===== src/rtl/sti_pkg.sv =====
// Shared definitions for the sti binary-image memory: FSM states, default
// geometry, and the addressing rules the distance-transform read side also uses.
package sti_pkg;

  localparam int DEF_IMG_W  = 128;
  localparam int DEF_IMG_H  = 128;
  localparam int DEF_PIX_W  = 8;
  localparam int DEF_ADDR_W = 10;
  localparam int WORD_BITS  = 16;

  typedef enum logic [1:0] {
    IDLE  = 2'd0,
    LOAD  = 2'd1,
    FLUSH = 2'd2,
    FIN   = 2'd3
  } state_t;

  // Linear word index of the word holding pixel (row, col); for a 128-wide
  // image this is {row, col[6:4]}.
  function automatic int unsigned word_idx(input int unsigned row,
                                           input int unsigned col,
                                           input int unsigned img_w);
    return row * (img_w / WORD_BITS) + col / WORD_BITS;
  endfunction

  // Bit position of a pixel inside its word: leftmost pixel lands in the MSB.
  function automatic logic [3:0] bit_idx(input logic [3:0] col_lo);
    return 4'd15 - col_lo;
  endfunction

endpackage


===== src/rtl/sti_img_loader_if.sv =====
// Raster pixel stream into the sti loader (valid/ready handshake).
// master = pixel source, slave = loader.
interface sti_img_loader_if #(
  parameter int PIX_W = sti_pkg::DEF_PIX_W
);
  logic             pix_valid;
  logic [PIX_W-1:0] pix_data;
  logic             pix_last;
  logic             pix_ready;

  modport master (output pix_valid, output pix_data, output pix_last, input pix_ready);
  modport slave  (input pix_valid, input pix_data, input pix_last, output pix_ready);
endinterface


===== src/rtl/sti_word_packer.sv =====
// 16-bit MSB-first shift register that packs binarized pixels into sti words.
// word_next is the word including the bit being shifted in this cycle, so the
// owner can register it on the same edge the 16th pixel is accepted.
module sti_word_packer
  import sti_pkg::*;
(
  input  logic        clk,
  input  logic        reset,
  input  logic        clear,
  input  logic        shift_en,
  input  logic        bit_in,
  input  logic [3:0]  col_lo,
  output logic [15:0] word_next,
  output logic        word_full
);

  logic [15:0] shift_reg;

  assign word_next = {shift_reg[14:0], bit_in};
  // The pixel that fills bit 0 closes the word.
  assign word_full = shift_en & (bit_idx(col_lo) == 4'd0);

  // Shift register: cleared at frame start, shifts on every accepted pixel.
  always_ff @(posedge clk or negedge reset) begin
    if (!reset) begin
      shift_reg <= '0;
    end else if (clear) begin
      shift_reg <= '0;
    end else if (shift_en) begin
      shift_reg <= word_next;
    end
  end

endmodule


===== src/rtl/sti_img_loader.sv =====
// Writer side of the sti binary-image memory. Binarizes a raster pixel stream
// against a captured threshold, packs 16 pixels per word and writes each word
// at its linear word index; pulses done once the whole frame is stored.
// Optional build macro STI_BORDER_CLR_EN: forces the outermost image rows and
// columns to 0 before packing, giving the DT engine a guaranteed zero border.
module sti_img_loader
  import sti_pkg::*;
#(
  parameter int IMG_W  = DEF_IMG_W,
  parameter int IMG_H  = DEF_IMG_H,
  parameter int PIX_W  = DEF_PIX_W,
  parameter int ADDR_W = DEF_ADDR_W
) (
  input  logic              clk,
  input  logic              reset,
  input  logic              start,
  input  logic [PIX_W-1:0]  thr,
  sti_img_loader_if.slave   pix,
  output logic              sti_wr,
  output logic [ADDR_W-1:0] sti_addr,
  output logic [15:0]       sti_do,
  output logic              busy,
  output logic              done,
  output logic              err
);

  localparam int COL_W = $clog2(IMG_W);
  localparam int ROW_W = $clog2(IMG_H);

  state_t            state_reg, state_next;
  logic [PIX_W-1:0]  thr_reg;
  logic [COL_W-1:0]  col_reg;
  logic [ROW_W-1:0]  row_reg;
  logic              err_reg;

  logic              start_acc;
  logic              pix_acc;
  logic              col_end;
  logic              row_end;
  logic              frame_end;
  logic              pix_bit;
  logic [15:0]       word_next;
  logic              word_full;

  assign start_acc = (state_reg == IDLE) & start;
  assign pix_acc   = pix.pix_valid & pix.pix_ready;
  assign col_end   = (col_reg == COL_W'(IMG_W - 1));
  assign row_end   = (row_reg == ROW_W'(IMG_H - 1));
  assign frame_end = pix_acc & col_end & row_end;
  assign err       = err_reg;

  // Binarize the current pixel; unsigned compare against the held threshold.
  always_comb begin
    pix_bit = (pix.pix_data >= thr_reg);
`ifdef STI_BORDER_CLR_EN
    if ((col_reg == '0) || col_end || (row_reg == '0) || row_end) begin
      pix_bit = 1'b0;
    end
`endif
  end

  sti_word_packer u_packer (
    .clk       (clk),
    .reset     (reset),
    .clear     (start_acc),
    .shift_en  (pix_acc),
    .bit_in    (pix_bit),
    .col_lo    (col_reg[3:0]),
    .word_next (word_next),
    .word_full (word_full)
  );

  // FSM state register.
  always_ff @(posedge clk or negedge reset) begin
    if (!reset) begin
      state_reg <= IDLE;
    end else begin
      state_reg <= state_next;
    end
  end

  // FSM next-state logic; the frame ends on the counter, not on pix_last.
  always_comb begin
    state_next = state_reg;
    case (state_reg)
      IDLE:    if (start)     state_next = LOAD;
      LOAD:    if (frame_end) state_next = FLUSH;
      FLUSH:   if (sti_wr)    state_next = FIN;
      FIN:                    state_next = IDLE;
      default:                state_next = IDLE;
    endcase
  end

  // FSM outputs: the stream is never stalled while loading.
  always_comb begin
    pix.pix_ready = (state_reg == LOAD);
    busy          = (state_reg != IDLE);
    done          = (state_reg == FIN);
  end

  // Threshold capture, raster counters and the sticky pix_last mismatch flag.
  always_ff @(posedge clk or negedge reset) begin
    if (!reset) begin
      thr_reg <= '0;
      col_reg <= '0;
      row_reg <= '0;
      err_reg <= 1'b0;
    end else if (start_acc) begin
      thr_reg <= thr;
      col_reg <= '0;
      row_reg <= '0;
      err_reg <= 1'b0;
    end else if (pix_acc) begin
      if (col_end) begin
        col_reg <= '0;
        row_reg <= row_end ? '0 : row_reg + 1'b1;
      end else begin
        col_reg <= col_reg + 1'b1;
      end
      if (pix.pix_last != (col_end & row_end)) begin
        err_reg <= 1'b1;
      end
    end
  end

  // Memory write port: one strobe the cycle after a word completes.
  always_ff @(posedge clk or negedge reset) begin
    if (!reset) begin
      sti_wr   <= 1'b0;
      sti_addr <= '0;
      sti_do   <= '0;
    end else begin
      sti_wr <= word_full;
      if (word_full) begin
        sti_addr <= ADDR_W'(word_idx(32'(row_reg), 32'(col_reg), IMG_W));
        sti_do   <= word_next;
      end
    end
  end

endmodule


===== src/flat_wrapper.sv =====
// flat-port wrapper written by rule: the top's interface ports become plain ports
module sti_img_loader_flat import sti_pkg::*;
#(
  parameter int IMG_W  = DEF_IMG_W,
  parameter int IMG_H  = DEF_IMG_H,
  parameter int PIX_W  = DEF_PIX_W,
  parameter int ADDR_W = DEF_ADDR_W
)
  (clk, reset, start, thr, sti_wr, sti_addr, sti_do, busy, done, err, pix_pix_valid, pix_pix_data, pix_pix_last, pix_pix_ready);
  sti_img_loader_if #(.PIX_W(PIX_W)) pix_i ();
  input  logic clk;
  input  logic reset;
  input  logic start;
  input  logic [PIX_W-1:0] thr;
  output logic sti_wr;
  output logic [ADDR_W-1:0] sti_addr;
  output logic [15:0] sti_do;
  output logic busy;
  output logic done;
  output logic err;
  input wire logic [$bits(pix_i.pix_valid)-1:0] pix_pix_valid;
  input wire logic [$bits(pix_i.pix_data)-1:0] pix_pix_data;
  input wire logic [$bits(pix_i.pix_last)-1:0] pix_pix_last;
  output wire logic [$bits(pix_i.pix_ready)-1:0] pix_pix_ready;
  assign pix_i.pix_valid = pix_pix_valid;
  assign pix_i.pix_data = pix_pix_data;
  assign pix_i.pix_last = pix_pix_last;
  assign pix_pix_ready = pix_i.pix_ready;
  sti_img_loader #(.IMG_W(IMG_W), .IMG_H(IMG_H), .PIX_W(PIX_W), .ADDR_W(ADDR_W)) u_core (.clk(clk), .reset(reset), .start(start), .thr(thr), .pix(pix_i), .sti_wr(sti_wr), .sti_addr(sti_addr), .sti_do(sti_do), .busy(busy), .done(done), .err(err));
endmodule

===== config.mk =====
export PLATFORM = sky130hd
export DESIGN_NAME = sti_img_loader_flat
export DESIGN_NICKNAME = d
export VERILOG_FILES = /design/src/rtl/sti_pkg.sv /design/src/rtl/sti_img_loader_if.sv /design/src/rtl/sti_word_packer.sv /design/src/rtl/sti_img_loader.sv /design/src/flat_wrapper.sv
export SDC_FILE = /design/constraint.sdc
export NUM_CORES = 1
export LEC_CHECK = 0
export BUFFER_PORTS_ARGS = -buffer_cell sky130_fd_sc_hd__buf_2
export CORE_ASPECT_RATIO = 1.1
export CORE_UTILIZATION = 45
export DETAILED_ROUTE_END_ITERATION = 8
export PLACE_DENSITY = 0.63
export SLEW_MARGIN = 20
export SYNTH_ARGS = -nofsm -noshare
export SYNTH_HDL_FRONTEND = slang
export SYNTH_SLANG_ARGS = --single-unit
export TNS_END_PERCENT = 100

===== constraint.sdc =====
create_clock -name clk -period 2.4 [get_ports clk]
set_input_delay 0.6 -clock clk [delete_from_list [all_inputs] [get_ports clk]]
set_output_delay 0.6 -clock clk [all_outputs]
set_load 0.01 [all_outputs]

==> Word level (Yosys, flattened, before mapping) <==
Cells that the tools add are included.
{ "totals": {"reg_bits": 67, "in_bits": 21, "word_cells": 54} }
{ "op_classes": {"n_addsub": 4, "magnitude_cmp": 1, "n_eq_ne": 9, "muxes": 16, "bitwise_logic": 6, "reduce_logical": 9} }
{ "op_table": {"columns": ["operator", "n"], "rows": [
  ["$mux W7", 7],
  ["$mux W15", 2],
  ["$add A7 B1 Y7 const B", 2],
  ["$eq A7 B7 Y1 const B", 2],
  ["$add A10 B3 Y10", 1],
  ["$ge A8 B8 Y1", 1],
  ["$pmux W2 S4", 1],
  ["$reduce_bool A2 Y1", 4],
  ["$and A1 B1 Y1", 6],
  ["$mux W2", 3],
  ["$eq A2 B2 Y1 const B", 2],
  ["$logic_not A4 Y1", 1],
  ["$ne A2 B2 Y1 const B", 2],
  ["$reduce_and A2 Y1", 2],
  ["$sub A4 B4 Y4 const A", 1],
  ["$mux W1", 3],
  ["$reduce_and A3 Y1", 1],
  ["$eq A2 B1 Y1 const B", 1],
  ["$logic_not A2 Y1", 1],
  ["$ne A2 B1 Y1 const B", 1],
  ["$ne A1 B1 Y1", 1]
]} }

==> Depth between registers and ports, before layout <==
{ "depth": {"ltp_word": 6, "depth_mapped": 7, "depth_no_buf": 6} }

==> Modules after synthesis <==
From an unflattened synthesis, not the netlist that was laid out.
{ "unflattened": {"cells_unflattened": 267, "area_unflattened_um2": 3080.5} }
{ "modules_own_cells": {"columns": ["mod", "n_inst", "cells_per_inst", "area_each_um2", "seq_area_each_um2"], "rows": [
  ["sti_img_loader", 1, 215, 2442.3, 1301.2],
  ["sti_word_packer", 1, 52, 638.1, 375.4]
]} }

==> Worst setup path before layout <==
Ideal clock, no wire load.
{ "synth_timing": {"path_kind": "reg2reg", "from": "reg u_core.state_reg[1]", "to": "reg u_core.sti_addr[9]", "t_arrival_ns": 1.844, "path_slack_ns": 0.431, "path_stages_with_launch": 8, "synth_period_minus_slack_ns": 1.969, "path_cell_list": "dfrtp_1 -> inv_1 -> ha_1 -> nand3_1 -> nor2_1 -> buf_2 -> buf_2 -> mux2_2"} }
{ "synth_via": {"elab_chain_cells": 3} }
{ "synth_lines": {"columns": ["item", "line_no", "rtl"], "rows": [
  ["start: declaration", "sti_img_loader.sv:30", "state_t state_reg, state_next;"],
  ["start signal: assignment", "sti_img_loader.sv:78", "state_reg <= state_next;"],
  ["$eq A2 B1 Y1", "sti_img_loader.sv:96", "pix.pix_ready = (state_reg == LOAD);"],
  ["net pix_pix_ready", "flat_wrapper.sv:24", "output wire logic [$bits(pix_i.pix_ready)-1:0] pix_pix_ready;"],
  ["$and A1 B1 Y1", "sti_img_loader.sv:46", "assign pix_acc = pix.pix_valid & pix.pix_ready;"],
  ["$and A1 B1 Y1", "sti_word_packer.sv:21", "assign word_full = shift_en & (bit_idx(col_lo) == 4'd0);"],
  ["end signal: assignment", "sti_img_loader.sv:135", "sti_addr <= ADDR_W'(word_idx(32'(row_reg), 32'(col_reg), IMG_W));"],
  ["end: declaration", "sti_img_loader.sv:20", "output logic [ADDR_W-1:0] sti_addr,"]
]} }
The timed path passes the listed nets, and every way through them passes these cells.
A chain may end at the register's enable or synchronous reset.

==> Worst setup path in the final report <==
{ "layout_timing": {"from": "reg u_core.state_reg[1]", "to": "reg u_core.row_reg[5]"} }
{ "layout_via": {"elab_chain_cells": 4} }
{ "layout_lines": {"columns": ["item", "line_no", "rtl"], "rows": [
  ["$eq A2 B1 Y1 or $logic_not A2 Y1 (tied branches)", "sti_img_loader.sv:96, sti_img_loader.sv:45", null],
  ["$and A1 B1 Y1, on equally long branches", "sti_img_loader.sv:46, sti_img_loader.sv:45", null],
  ["$reduce_bool A2 Y1 (no source line)", null, null],
  ["$reduce_and A2 Y1 (no source line)", null, null],
  ["end signal: assignment", "sti_img_loader.sv:116", "row_reg <= row_end ? '0 : row_reg + 1'b1;"],
  ["end: declaration", "sti_img_loader.sv:33", "logic [ROW_W-1:0] row_reg;"]
]} }
Several ways; a longest one is shown, not always the timed one.

==> insert_results.sql <==
INSERT INTO impl_metrics (metric_group, metric, value, unit) VALUES
('run_status', 'result_of_the_run', 'finished clean', ''),
('synthesis', 'synth_ff_type', 'sky130_fd_sc_hd__dfrtp_1', ''),
('critical_path', 'criticalPathCategory', 'reg2reg', ''),
('synthesis', 'yosysTopAreaCellShare', '0.552', ''),
('grt', 'track_usage', '0.189', ''),
('timing', 'finalSetupViolCount', '0', ''),
('synthesis', 'synth_mux_area_frac', '0.0996', ''),
('drt', 'drcViolationCount', '0', ''),
('hold_path', 'worst_hold_path_type', 'in2async', ''),
('power', 'power_frac_clock', '0.325', ''),
('final_layout', 'layout-drive-gt1-share', '0.307', ''),
('run', 'max-cap-violations', '0', ''),
('clock_network', 'cts_root_buffer', 'sky130_fd_sc_hd__clkbuf_8', ''),
('synthesis', 'synth_compound_area_frac', '0.103', ''),
('synthesis', 'synthMostInstantiatedCell', 'sky130_fd_sc_hd__dfrtp_1', ''),
('critical_path', 'max_stage_delay', '0.46', 'ns'),
('synthesis', 'synth_nets', '318', ''),
('power', 'vdd_drop_max', '0.549', 'mV'),
('floorplan', 'dieHeight', '88.2', 'um'),
('timing', 'count_of_endpoints_failing_hold_in_the_final_timing_report', '0', ''),
('clock_network', 'post_cts_buffers', '0', ''),
('timing', 'fin_worst_skew', '0.00573', 'ns'),
('final_layout', 'final_net_count', '375', ''),
('drt', 'antenna_violating_nets_post_route', '0', ''),
('clock_network', 'cts_made_buffers', '9', ''),
('clock_network', 'post_cts_resize_count', '0', ''),
('grt', 'antenna_found_initial', '0', ''),
('synthesis', 'syn_area', '0.00304', 'sq mm'),
('synthesis', 'synth.yosys.seq_area_share', '0.552', ''),
('synthesis', 'synth_area_leaders', 'sky130_fd_sc_hd__dfrtp_1, sky130_fd_sc_hd__mux2_2, sky130_fd_sc_hd__ha_1', ''),
('final_layout', 'insertedDiodeCount', '0', ''),
('floorplan', 'core_region_area', '0.00656', 'sq mm'),
('final_layout', 'syn_to_final_growth', '19.4', '%'),
('grt', 'grt_pass1_vias', '2228', ''),
('synthesis', 'synth_top_cell_by_area', 'sky130_fd_sc_hd__dfrtp_1', ''),
('timing', 'period_share', '0.821', ''),
('timing', 'slew_headroom', '0.703', ''),
('power', 'power_density', '804', 'mW/mm^2'),
('critical_path', 'crit_required', '2.66', 'ns'),
('synthesis', 'synth.avg_cell_area', '10.8', 'sq um'),
('drt', 'drt_first_iter_violations', '120', ''),
('placed_design', 'weighted_congestion_reported_at_the_end_of_routability_driven_placement', '0.769', ''),
('synthesis', 'yosys.area_share.adder', '0.0618', ''),
('floorplan', 'fp.dieArea', '0.00709', 'sq mm'),
('timing', 'grt_setup_unrepaired', 'no', ''),
('drt', 'detail_route.wirelength', '5960', 'um'),
('critical_path', 'worst-r2r-cell-count', '6', ''),
('final_layout', 'largest_register_ffs', '16', ''),
('clock_network', 'clk_pin_slew', '0.07', 'ns'),
('clock_network', 'tritoncts', 'built', ''),
('timing', 'fin_crit', '1.97', 'ns'),
('floorplan', 'start_util', '0.464', ''),
('critical_path', 'timing.critical_path.arrival', '2.23', 'ns'),
('power', 'power_frac_comb', '0.169', ''),
('drt', 'routed_wire_length_per_instance', '14.0', 'um'),
('grt', 'grt_pass1_wl', '10100', 'um'),
('critical_path', 'worst_setup_end_kind', 'flip-flop', ''),
('critical_path', 'timing.critical_path.buf_inv', '1', ''),
('drt', 'routed_via_density', '5.30', ''),
('critical_path', 'path_cells', 'inv_1 -> ha_1 -> nand4_2 -> or2_4 -> or4_1 -> a21oi_1', ''),
('clock_network', 'clock-sinks', '67', ''),
('timing', 'setup_total_negative_slack', '0', 'ns'),
('critical_path', 'path_depth', '6', ''),
('timing', 'max_clock_freq', '508', 'MHz'),
('synthesis', 'post_synth_xor_area_fraction', '0.0144', ''),
('timing', 'worstMarginPinSlew', '0.440', 'ns'),
('synthesis', 'synth-simple-area-share', '0.135', ''),
('grt', 'grt_max_degree', '68', ''),
('clock_network', 'cts.htree.levels', '3', ''),
('clock_network', 'cts.path.max_buffers', '2', ''),
('grt', 'grt-ovfl-total', '0', '');
## worst reg2reg max path: stages, from the launching register on
cell and delay (ns):
sky130_fd_sc_hd__dfrtp_1 0.41, sky130_fd_sc_hd__inv_1 0.11, sky130_fd_sc_hd__ha_1 0.27, sky130_fd_sc_hd__nand4_2 0.19
sky130_fd_sc_hd__or2_4 0.30, sky130_fd_sc_hd__or4_1 0.46, sky130_fd_sc_hd__a21oi_1 0.15
## layout make-up
class / count / area, sq um
Fill cell: 581 / 2930
Sequential cell: 67 / 1680
Multi-Input combinational cell: 188 / 1260
Timing Repair Buffer: 58 / 333
Clock buffer: 12 / 165
Tap cell: 82 / 103
Inverter: 15 / 56.3
Clock inverter: 2 / 35.0
## power groups by stage
| stage | clock [uW] | combinational [uW] | sequential (uW) |
|---|---|---|---|
| 3_3_place_gp | 0 | 489 | 1490 |
| 3_5_place_dp | 0 | 503 | 1490 |
| 2_1_floorplan | 0 | 244 | 1520 |
| 5_1_grt | 1020 | 550 | 1500 |
| 6_report | 947 | 494 | 1470 |
| 4_1_cts | 973 | 503 | 1470 |
## worst paths after layout
check                                                     start                             end  slack [ns]
worst max-delay path            u_core.state_reg[1]$_DFFE_PN0P_   u_core.row_reg[5]$_DFFE_PN0P_        0.43
worst min-delay path                                      reset  u_core.sti_addr[7]$_DFFE_PN0P_        0.27
worst max register to register  u_core.state_reg[1]$_DFFE_PN0P_   u_core.row_reg[5]$_DFFE_PN0P_        0.43
worst min register to register    u_core.thr_reg[0]$_DFFE_PN0P_   u_core.thr_reg[0]$_DFFE_PN0P_        0.50
max in group asynchronous                                 reset          u_core.err$_DFFE_PN0P_        1.84
min in group clk                                         thr[4]   u_core.thr_reg[4]$_DFFE_PN0P_        0.47
## cell families after synthesis
| kind of cell | after synthesis |
|---|---|
| DFF | 67 |
| AOI/OAI and AO/OA | 53 |
| xor gates and xnor gates | 5 |
| buffers and inverters | 27 |
| and+or+nand+nor | 88 |
| muxes | 27 |
| adders and majority gates | 15 |
## routing by layer
layer  global-route usage  vias up  share of wire
met3               0.0531        6          0.041
met1                0.233     1109           0.46
met2                0.314       45           0.48
li1                     -     1089              -
met4               0.0731        0          0.015
met5                    0        -              0
## per-stage QoR
step / cells / instance area (sq um) / setup slack (ns) / hold WS, ns / util
after floorplan: 282 / 3040 / 0.431 / 0.304 / -
after global placement: 410 / 3430 / 0.424 / 0.471 / 0.523
after detailed placement: 410 / 3430 / 0.400 / 0.472 / 0.523
after CTS: 424 / 3630 / 0.386 / 0.280 / 0.554
after global routing: 424 / 3630 / 0.274 / 0.301 / 0.554
final: 424 / 3630 / 0.430 / 0.268 / 0.554
## placed cells by master, fill, tap and decap left out, types with 2 or more instances in the layout
cell,count
sky130_fd_sc_hd__ha_1,15
sky130_fd_sc_hd__o21ai_0,15
sky130_fd_sc_hd__a21oi_1,24
sky130_fd_sc_hd__nand3_1,8
sky130_fd_sc_hd__dfrtp_1,67
sky130_fd_sc_hd__buf_12,2
sky130_fd_sc_hd__xnor2_1,4
sky130_fd_sc_hd__a311oi_1,2
sky130_fd_sc_hd__nor4_1,3
sky130_fd_sc_hd__buf_4,5
sky130_fd_sc_hd__clkbuf_8,12
sky130_fd_sc_hd__nand2_1,48
sky130_fd_sc_hd__nor2_1,14
sky130_fd_sc_hd__buf_2,51
sky130_fd_sc_hd__inv_1,15
sky130_fd_sc_hd__or3_2,2
sky130_fd_sc_hd__nor3_1,3
sky130_fd_sc_hd__o21a_1,3
sky130_fd_sc_hd__mux2_2,26
sky130_fd_sc_hd__and2_1,2
No activity file was read; power rests on OpenSTA's default activity.
